## src/rtl/ctrl_multicycle.sv

```systemverilog
// Multicycle RV32I control FSM: sequences fetch/decode/execute over a shared
// memory port with a mem_ready wait-state handshake and a sticky illegal halt.
module ctrl_multicycle #(
  parameter bit SUPPORT_BNE   = 1'b1,
  parameter bit SUPPORT_JAL   = 1'b1,
  parameter bit MEM_HANDSHAKE = 1'b1
) (
  input  logic        clk,
  input  logic        rst,
  input  logic [31:0] instruction,
  input  logic        zero,
  input  logic        mem_ready,
  output logic        pc_write,
  output logic        ir_write,
  output logic        reg_write,
  output logic        mem_read,
  output logic        mem_write,
  output logic        adr_src,
  output logic [1:0]  result_src,
  output logic [1:0]  alu_src_a,
  output logic [1:0]  alu_src_b,
  output logic [1:0]  alu_op,
  output logic [1:0]  imm_src,
  output logic        illegal,
  output logic [3:0]  state_dbg
);

  typedef enum logic [3:0] {
    S_FETCH    = 4'd0,
    S_DECODE   = 4'd1,
    S_MEMADR   = 4'd2,
    S_MEMREAD  = 4'd3,
    S_MEMWB    = 4'd4,
    S_MEMWRITE = 4'd5,
    S_EXECR    = 4'd6,
    S_EXECI    = 4'd7,
    S_ALUWB    = 4'd8,
    S_BRANCH   = 4'd9,
    S_JAL      = 4'd10,
    S_ILLEGAL  = 4'd11
  } state_t;

  localparam logic [6:0] OP_LOAD   = 7'b0000011;
  localparam logic [6:0] OP_STORE  = 7'b0100011;
  localparam logic [6:0] OP_RTYPE  = 7'b0110011;
  localparam logic [6:0] OP_ITYPE  = 7'b0010011;
  localparam logic [6:0] OP_BRANCH = 7'b1100011;
  localparam logic [6:0] OP_JAL    = 7'b1101111;

  state_t     state_q, state_d;
  logic       illegal_q, illegal_d;
  logic       ready;
  logic [6:0] opcode;
  logic [2:0] funct3;
  logic       br_ok;
  logic       en_pc, en_ir, en_reg, en_rd, en_wr;
  logic       unused;

  assign ready  = MEM_HANDSHAKE ? mem_ready : 1'b1;
  assign opcode = instruction[6:0];
  assign funct3 = instruction[14:12];
  assign unused = ^{instruction[31:15], instruction[11:7]};
  assign br_ok  = (funct3 == 3'b000) || (SUPPORT_BNE && funct3 == 3'b001);

  always_comb begin
    state_d   = state_q;
    illegal_d = illegal_q;
    case (state_q)
      S_FETCH:    if (ready) state_d = S_DECODE;
      S_DECODE: begin
        if (opcode == OP_LOAD || opcode == OP_STORE)   state_d = S_MEMADR;
        else if (opcode == OP_RTYPE)                   state_d = S_EXECR;
        else if (opcode == OP_ITYPE)                   state_d = S_EXECI;
        else if (opcode == OP_BRANCH && br_ok)         state_d = S_BRANCH;
        else if (opcode == OP_JAL && SUPPORT_JAL)      state_d = S_JAL;
        else begin
          state_d   = S_ILLEGAL;
          illegal_d = 1'b1;
        end
      end
      // opcode bit 5 separates SW from LW
      S_MEMADR:   state_d = opcode[5] ? S_MEMWRITE : S_MEMREAD;
      S_MEMREAD:  if (ready) state_d = S_MEMWB;
      S_MEMWB:    state_d = S_FETCH;
      S_MEMWRITE: if (ready) state_d = S_FETCH;
      S_EXECR:    state_d = S_ALUWB;
      S_EXECI:    state_d = S_ALUWB;
      S_ALUWB:    state_d = S_FETCH;
      S_BRANCH:   state_d = S_FETCH;
      S_JAL:      state_d = S_ALUWB;
      S_ILLEGAL:  state_d = S_ILLEGAL;
      default:    state_d = S_FETCH;
    endcase
  end

  always_ff @(posedge clk or posedge rst) begin
    if (rst) begin
      state_q   <= S_FETCH;
      illegal_q <= 1'b0;
    end else begin
      state_q   <= state_d;
      illegal_q <= illegal_d;
    end
  end

  always_comb begin
    en_pc      = 1'b0;
    en_ir      = 1'b0;
    en_reg     = 1'b0;
    en_rd      = 1'b0;
    en_wr      = 1'b0;
    adr_src    = 1'b0;
    result_src = 2'b00;
    alu_src_a  = 2'b00;
    alu_src_b  = 2'b00;
    alu_op     = 2'b00;
    case (state_q)
      S_FETCH: begin
        en_rd      = 1'b1;
        en_ir      = ready;
        en_pc      = ready;
        alu_src_b  = 2'b10;
        result_src = 2'b10;
      end
      S_DECODE: begin
        alu_src_a = 2'b01;
        alu_src_b = 2'b01;
      end
      S_MEMADR: begin
        alu_src_a = 2'b10;
        alu_src_b = 2'b01;
      end
      S_MEMREAD: begin
        adr_src = 1'b1;
        en_rd   = 1'b1;
      end
      S_MEMWB: begin
        result_src = 2'b01;
        en_reg     = 1'b1;
      end
      S_MEMWRITE: begin
        adr_src = 1'b1;
        en_wr   = 1'b1;
      end
      S_EXECR: begin
        alu_src_a = 2'b10;
        alu_op    = 2'b10;
      end
      S_EXECI: begin
        alu_src_a = 2'b10;
        alu_src_b = 2'b01;
        alu_op    = 2'b10;
      end
      S_ALUWB:  en_reg = 1'b1;
      S_BRANCH: begin
        alu_src_a = 2'b10;
        alu_op    = 2'b01;
        en_pc     = funct3[0] ? ~zero : zero;
      end
      S_JAL: begin
        alu_src_a = 2'b01;
        alu_src_b = 2'b10;
        en_pc     = 1'b1;
      end
      default: ;
    endcase
  end

  // Enables are forced low while reset is held so no write escapes mid-reset
  assign pc_write  = en_pc  & ~rst;
  assign ir_write  = en_ir  & ~rst;
  assign reg_write = en_reg & ~rst;
  assign mem_read  = en_rd  & ~rst;
  assign mem_write = en_wr  & ~rst;
  assign illegal   = illegal_q;
  assign state_dbg = state_q;

  always_comb begin
    case (opcode)
      OP_STORE:  imm_src = 2'b01;
      OP_BRANCH: imm_src = 2'b10;
      OP_JAL:    imm_src = 2'b11;
      default:   imm_src = 2'b00;
    endcase
  end

endmodule

```

## config.mk

```make
export PLATFORM = sky130hd
export DESIGN_NAME = ctrl_multicycle
export DESIGN_NICKNAME = d
export VERILOG_FILES = /design/src/rtl/ctrl_multicycle.sv
export SDC_FILE = /design/constraint.sdc
export NUM_CORES = 1
export LEC_CHECK = 0
export CAP_MARGIN = 20
export CORE_ASPECT_RATIO = 0.8
export CORE_MARGIN = 4
export CORE_UTILIZATION = 29
export DETAILED_ROUTE_END_ITERATION = 16
export PLACE_DENSITY = 0.79
export SLEW_MARGIN = 40
export SYNTH_ARGS = -nofsm -noshare
export SYNTH_HDL_FRONTEND = slang
export SYNTH_SLANG_ARGS = --single-unit
```

## constraint.sdc

```tcl
create_clock -name clk -period 2.5 [get_ports clk]
set_clock_uncertainty 0.2 [all_clocks]
set_input_delay 0.5 -clock clk [delete_from_list [all_inputs] [get_ports clk]]
set_output_delay 0.5 -clock clk [all_outputs]
set_load 0.05 [all_outputs]
```

# Yosys cells after proc, flatten, opt, wreduce, memory -nomap -nowiden
# Index checks and enable logic that the tools add are counted.
# Widths: inputs -> output; s select.
[op_classes]
add_sub_neg = 0
multipliers = 0
div = 0
n_lt_le_gt_ge = 0
eq_ne = 21
shifts = 0
n_mux = 22
bitwise_logic = 12
n_reduce_logical = 16
[op_table]
columns = ["cell", "count"]
rows = [
  ["$pmux 4 s7", 1],
  ["$mux 4", 6],
  ["$eq 4x3->1 const B", 4],
  ["$eq 4x4->1 const B", 4],
  ["$pmux 2 s2", 4],
  ["$eq 7x6->1 const B", 2],
  ["$eq 7x7->1 const B", 2],
  ["$reduce_or 2->1", 6],
  ["$eq 4x2->1 const B", 2],
  ["$eq 7x2->1 const B", 1],
  ["$eq 7x5->1 const B", 1],
  ["$mux 1", 7],
  ["$not 1->1", 7],
  ["$ne 2x2->1 const B", 3],
  ["$pmux 2 s3", 1],
  ["$reduce_and 6->1", 1],
  ["$reduce_or 3->1", 2],
  ["$and 1x1->1", 5],
  ["$eq 4x1->1 const B", 1],
  ["$logic_not 4->1", 1],
  ["$reduce_or 4->1", 1],
  ["$eq 3x1->1 const B", 1],
  ["$logic_not 3->1", 1],
  ["$mux 3", 1],
  ["5 further kinds", 6],
]
[totals]
reg_bits = 5
latch_bits = 0
mem_bits_rw = 0
romBits = 0
inputBits = 36
output_inout_bits = 21
word_cells = 73
n_memories = 0

# Depth between registers and ports, before layout
[logic_depth]
ltp_word = 8
depth_mapped = 6
mapped_depth_nobuf = 4

# Worst setup path before layout
# No wires, ideal clock.
[synth_path]
kind = "register to output"
start = "register state_q[3] (netlist: state_dbg[3])"
end = "output pc_write"
arrival_time_ps = 3210
t_required_ps = 1800
setup_slack_ps = -1410
path_stages_with_launch = 5
n_path_buf = 1
path_cell_list = "dfrtp_1 clkbuf_1 nor3b_1 a22oi_1 nor2_1"
[synth_via]
elab_chain_len = 3
word_cells_on_any_way = 5
classes_between = "eq/ne: 2; mux: 1; bitwise: 1; reduce/logical: 1"
[synth_lines]
columns = ["element", "line", "source"]
rows = [
  ["start: declaration", "50", "state_t state_q, state_d;"],
  ["start signal: assignment", "101", "state_q <= state_d;"],
  ["$eq 4x4->1 / $logic_not 4->1 (equally long branches)", "117", "case (state_q)"],
  ["$pmux 1 s3 *", "117", ""],
  ["$and 1x1->1 *", "170", "assign pc_write = en_pc & ~rst;"],
  ["end: declaration", "13", "output logic pc_write,"],
]
# Every way passes the cells marked *; elsewhere a longest branch is shown, timed or not.

# Worst setup path in the final report
[layout_path]
start = "input instruction[4]"
end = "output imm_src[1]"
[layout_via]
elab_chain_len = 2
word_cells_on_any_way = 4
classes_between = "eq/ne: 3; mux: 1"
[layout_lines]
columns = ["element", "line", "source"]
rows = [
  ["start: declaration", "10", "input logic [31:0] instruction,"],
  ["$eq 7x7->1 / $eq 7x6->1 (equally long branches)", "179", "case (opcode)"],
  ["$pmux 2 s3 *", "179", ""],
  ["end: declaration", "23", "output logic [1:0] imm_src,"],
]
# Marks and branches as above.

==> reports/metrics.cfg <==
[synth]
ys_seq_area_share_pct=21.3
syn-cell-area_um2=587
avgSynthCellArea_um2=6.99
yosysMostFrequentCell=nor2_1
synth_top_area_cell=dfrtp_1
ys_ff_latch=5
yosysTopAreaCellShare_pct=21.3
ys_types=32
synth_area_leaders=dfrtp_1, nor2_1, nor2b_1
ys_warn_count=0
synth-edff-count=0
syn_inst=84
async_flop_share_pct=100
synth_nets=120
yosys-top-cells-count=nor2_1, clkbuf_1, nand2_1
synth_ff_type=dfrtp_1

[clock_tree]
cts-htree-levels=1
clk_pin_slew_ns=0.04
cts_root_buf=clkbuf_4
hold_buffers=0
clock_latency_ns=0.26
clockBufferDepth=2
numCtsBuffers=3
cts_tree=done
cts_sinks=5

[run_status]
status=finished, final reports clean

[sta]
rsz0062_at_grt=false
fin_crit_ns=2.42
finalSetupViolCount=0
max-slew-margin-rel_pct=67.0
fin_crit_sh_pct=96.8
tightest_slew_ns=0.494
worst_slack_ns=0.0789
finalHoldViolations=0
fmax_mhz=413
drv_slew=0

[placement]
dp_hpwl_um=1660
post-place-ws_ns=-0.0993
place.gp.congestion=0.834
port_buffers=34

[setup_path]
worstPathArrival_ns=1.72
crit_required_ns=1.80
max_stage_delay_ns=0.45
reg2reg_from=state_dbg[0]
crit_path_end=imm_src[1]
path_cells=clkdlybuf4s50_1 > nand3b_1 > nor3_1 > buf_12
cp-start-kind=primary input
critPathTopFamily=buffers and inverters
cp_max_fo=4
reg2regPathDepth=5
cp_num_cells=4
path_class=in2out
ff2ff_setup_slack_ns=0.79
cp-end-kind=primary output
critPathLaunch=instruction[4]
crit_slowest_cell=clkdlybuf4s50_1
path_buf_inv=2
r2r_end=state_dbg[0]

[finish]
drive_gt1_share_pct=46.1
fillers=144
diodes=0
utilization_pct=70.9
fin_nets=165
area_growth_pct=131

[floorplan]
die_h_um=48.2
die_w_um=58.3
dieArea_um2=2810
rows=14
core_region_area_um2=1910
top_level_ports=57
start_util_pct=30.7

[grt]
overflow=0
grt_pass1_wl_um=3490
track_usage_pct=16.7
grt_pass1_vias=783
antenna_found_initial=0
grt_max_degree=17

[hold_path]
worstHoldPathType=reg2reg

[route]
routed_wl_um=2170
route.detailed.drc=0
drt-initial-drc-count=10
vias=804
avgViaCountPerCell=5.29
first_pass_iters=4
route.antenna.remaining_nets=0
post_drt_wl_per_cell_um=14.3

[flow_run]
maxCapViolations=0

[pwr]
p_per_area_nw_per_um2=1320
leakage_nw=0.545
ir_drop_mv=1.04

-- timing repair --
action                     CTS  global route
pin swaps                    3             2
hold endpoints to repair     0             0
gates resized for setup      4             4
setup buffers                1             0
setup endpoints to repair    1             1
-- per-stage QoR --
stage	cell area (um^2)	setup TNS (ns)	power, mW	hold WS (ns)	cells
2_1_floorplan	743	-0.0655	1.14	0.0869	84
3_3_place_gp	1300	-0.0648	1.66	0.257	147
3_5_place_dp	1300	-0.183	1.69	0.268	147
4_1_cts	1340	0	1.80	0.280	152
5_1_grt	1350	0	1.87	0.332	152
6_report	1350	0	1.79	0.276	152
-- placed cells by master (no fill, tap or decap), types with 2 or more instances in the layout --
master,count
buf_4,17
buf_12,16
clkdlybuf4s50_1,10
nand2_1,7
nor2_1,7
nor2b_1,5
a21oi_1,5
o21ai_0,4
dfrtp_2,4
nor2_2,3
nor3b_4,3
xor2_1,3
nor4_4,3
clkbuf_4,3
nand2b_1,2
nor3_1,2
inv_1,2
xnor2_1,2
dlygate4sd2_1,2
dlymetal6s2s_1,2
-- worst reg2reg max path, delay by kind of cell (launching register included) --
kind | cells | cell delay [ns]
and+or+nand+nor | 1 | 0.29
DFF | 1 | 0.47
buffers and inverters | 1 | 0.25
AOI/OAI and AO/OA | 3 | 0.41
-- registers in the layout, summed over array words and instances, names as in the netlist --
signal     cells
state_dbg      4
illegal        1
-- where the power goes --
part | internal, mW | total (mW) | switching [mW]
clock network | 0.0608 | 0.101 | 0.0400
registers | 0.113 | 0.230 | 0.116
logic | 0.663 | 1.46 | 0.795
total | 0.837 | 1.79 | 0.951
-- worst min-delay path by stage --
| stage | from | end | slack, ns | cells after the start |
|---|---|---|---|---|
| CTS | illegal | illegal | 0.28 | 1 |
| finish | illegal | illegal | 0.28 | 1 |
| floorplan | rst | illegal | 0.09 | 1 |
| global placement | illegal | illegal | 0.26 | 1 |
| detailed placement | illegal | illegal | 0.27 | 1 |
| global route | illegal | illegal | 0.33 | 1 |
-- cells by family (layout without fill, tap and decap cells) --
family                 Yosys count  count (layout)  synth area share (%)
AO/OA/AOI/OAI                   22              22                  25.6
XOR/XNOR                         5               5                  7.46
buffers and inverters            9              53                  5.76
flip-flops                       5               5                  21.3
AND/OR/NAND/NOR                 43              43                  39.9
-- metal layers --
metal / global-route usage, % / vias up / part of all wire [%]
met5: 0 / - / 0
met4: 7.87 / 0 / 2.2
met3: 5.03 / 8 / 7.4
met2: 32.1 / 34 / 55
met1: 17.3 / 373 / 36
li1: - / 389 / -
-- area by class of cell --
class                           instances  area, um^2  share of cell area (%)
Clock buffer                            4        26.3                    1.94
Inverter                                2        7.51                   0.555
Multi-Input combinational cell         70         569                    42.1
Sequential cell                         5         130                    9.61
Tap cell                               24        30.0                    2.22
Timing Repair Buffer                   47         591                    43.6
(Power assumes the default switching activity.)
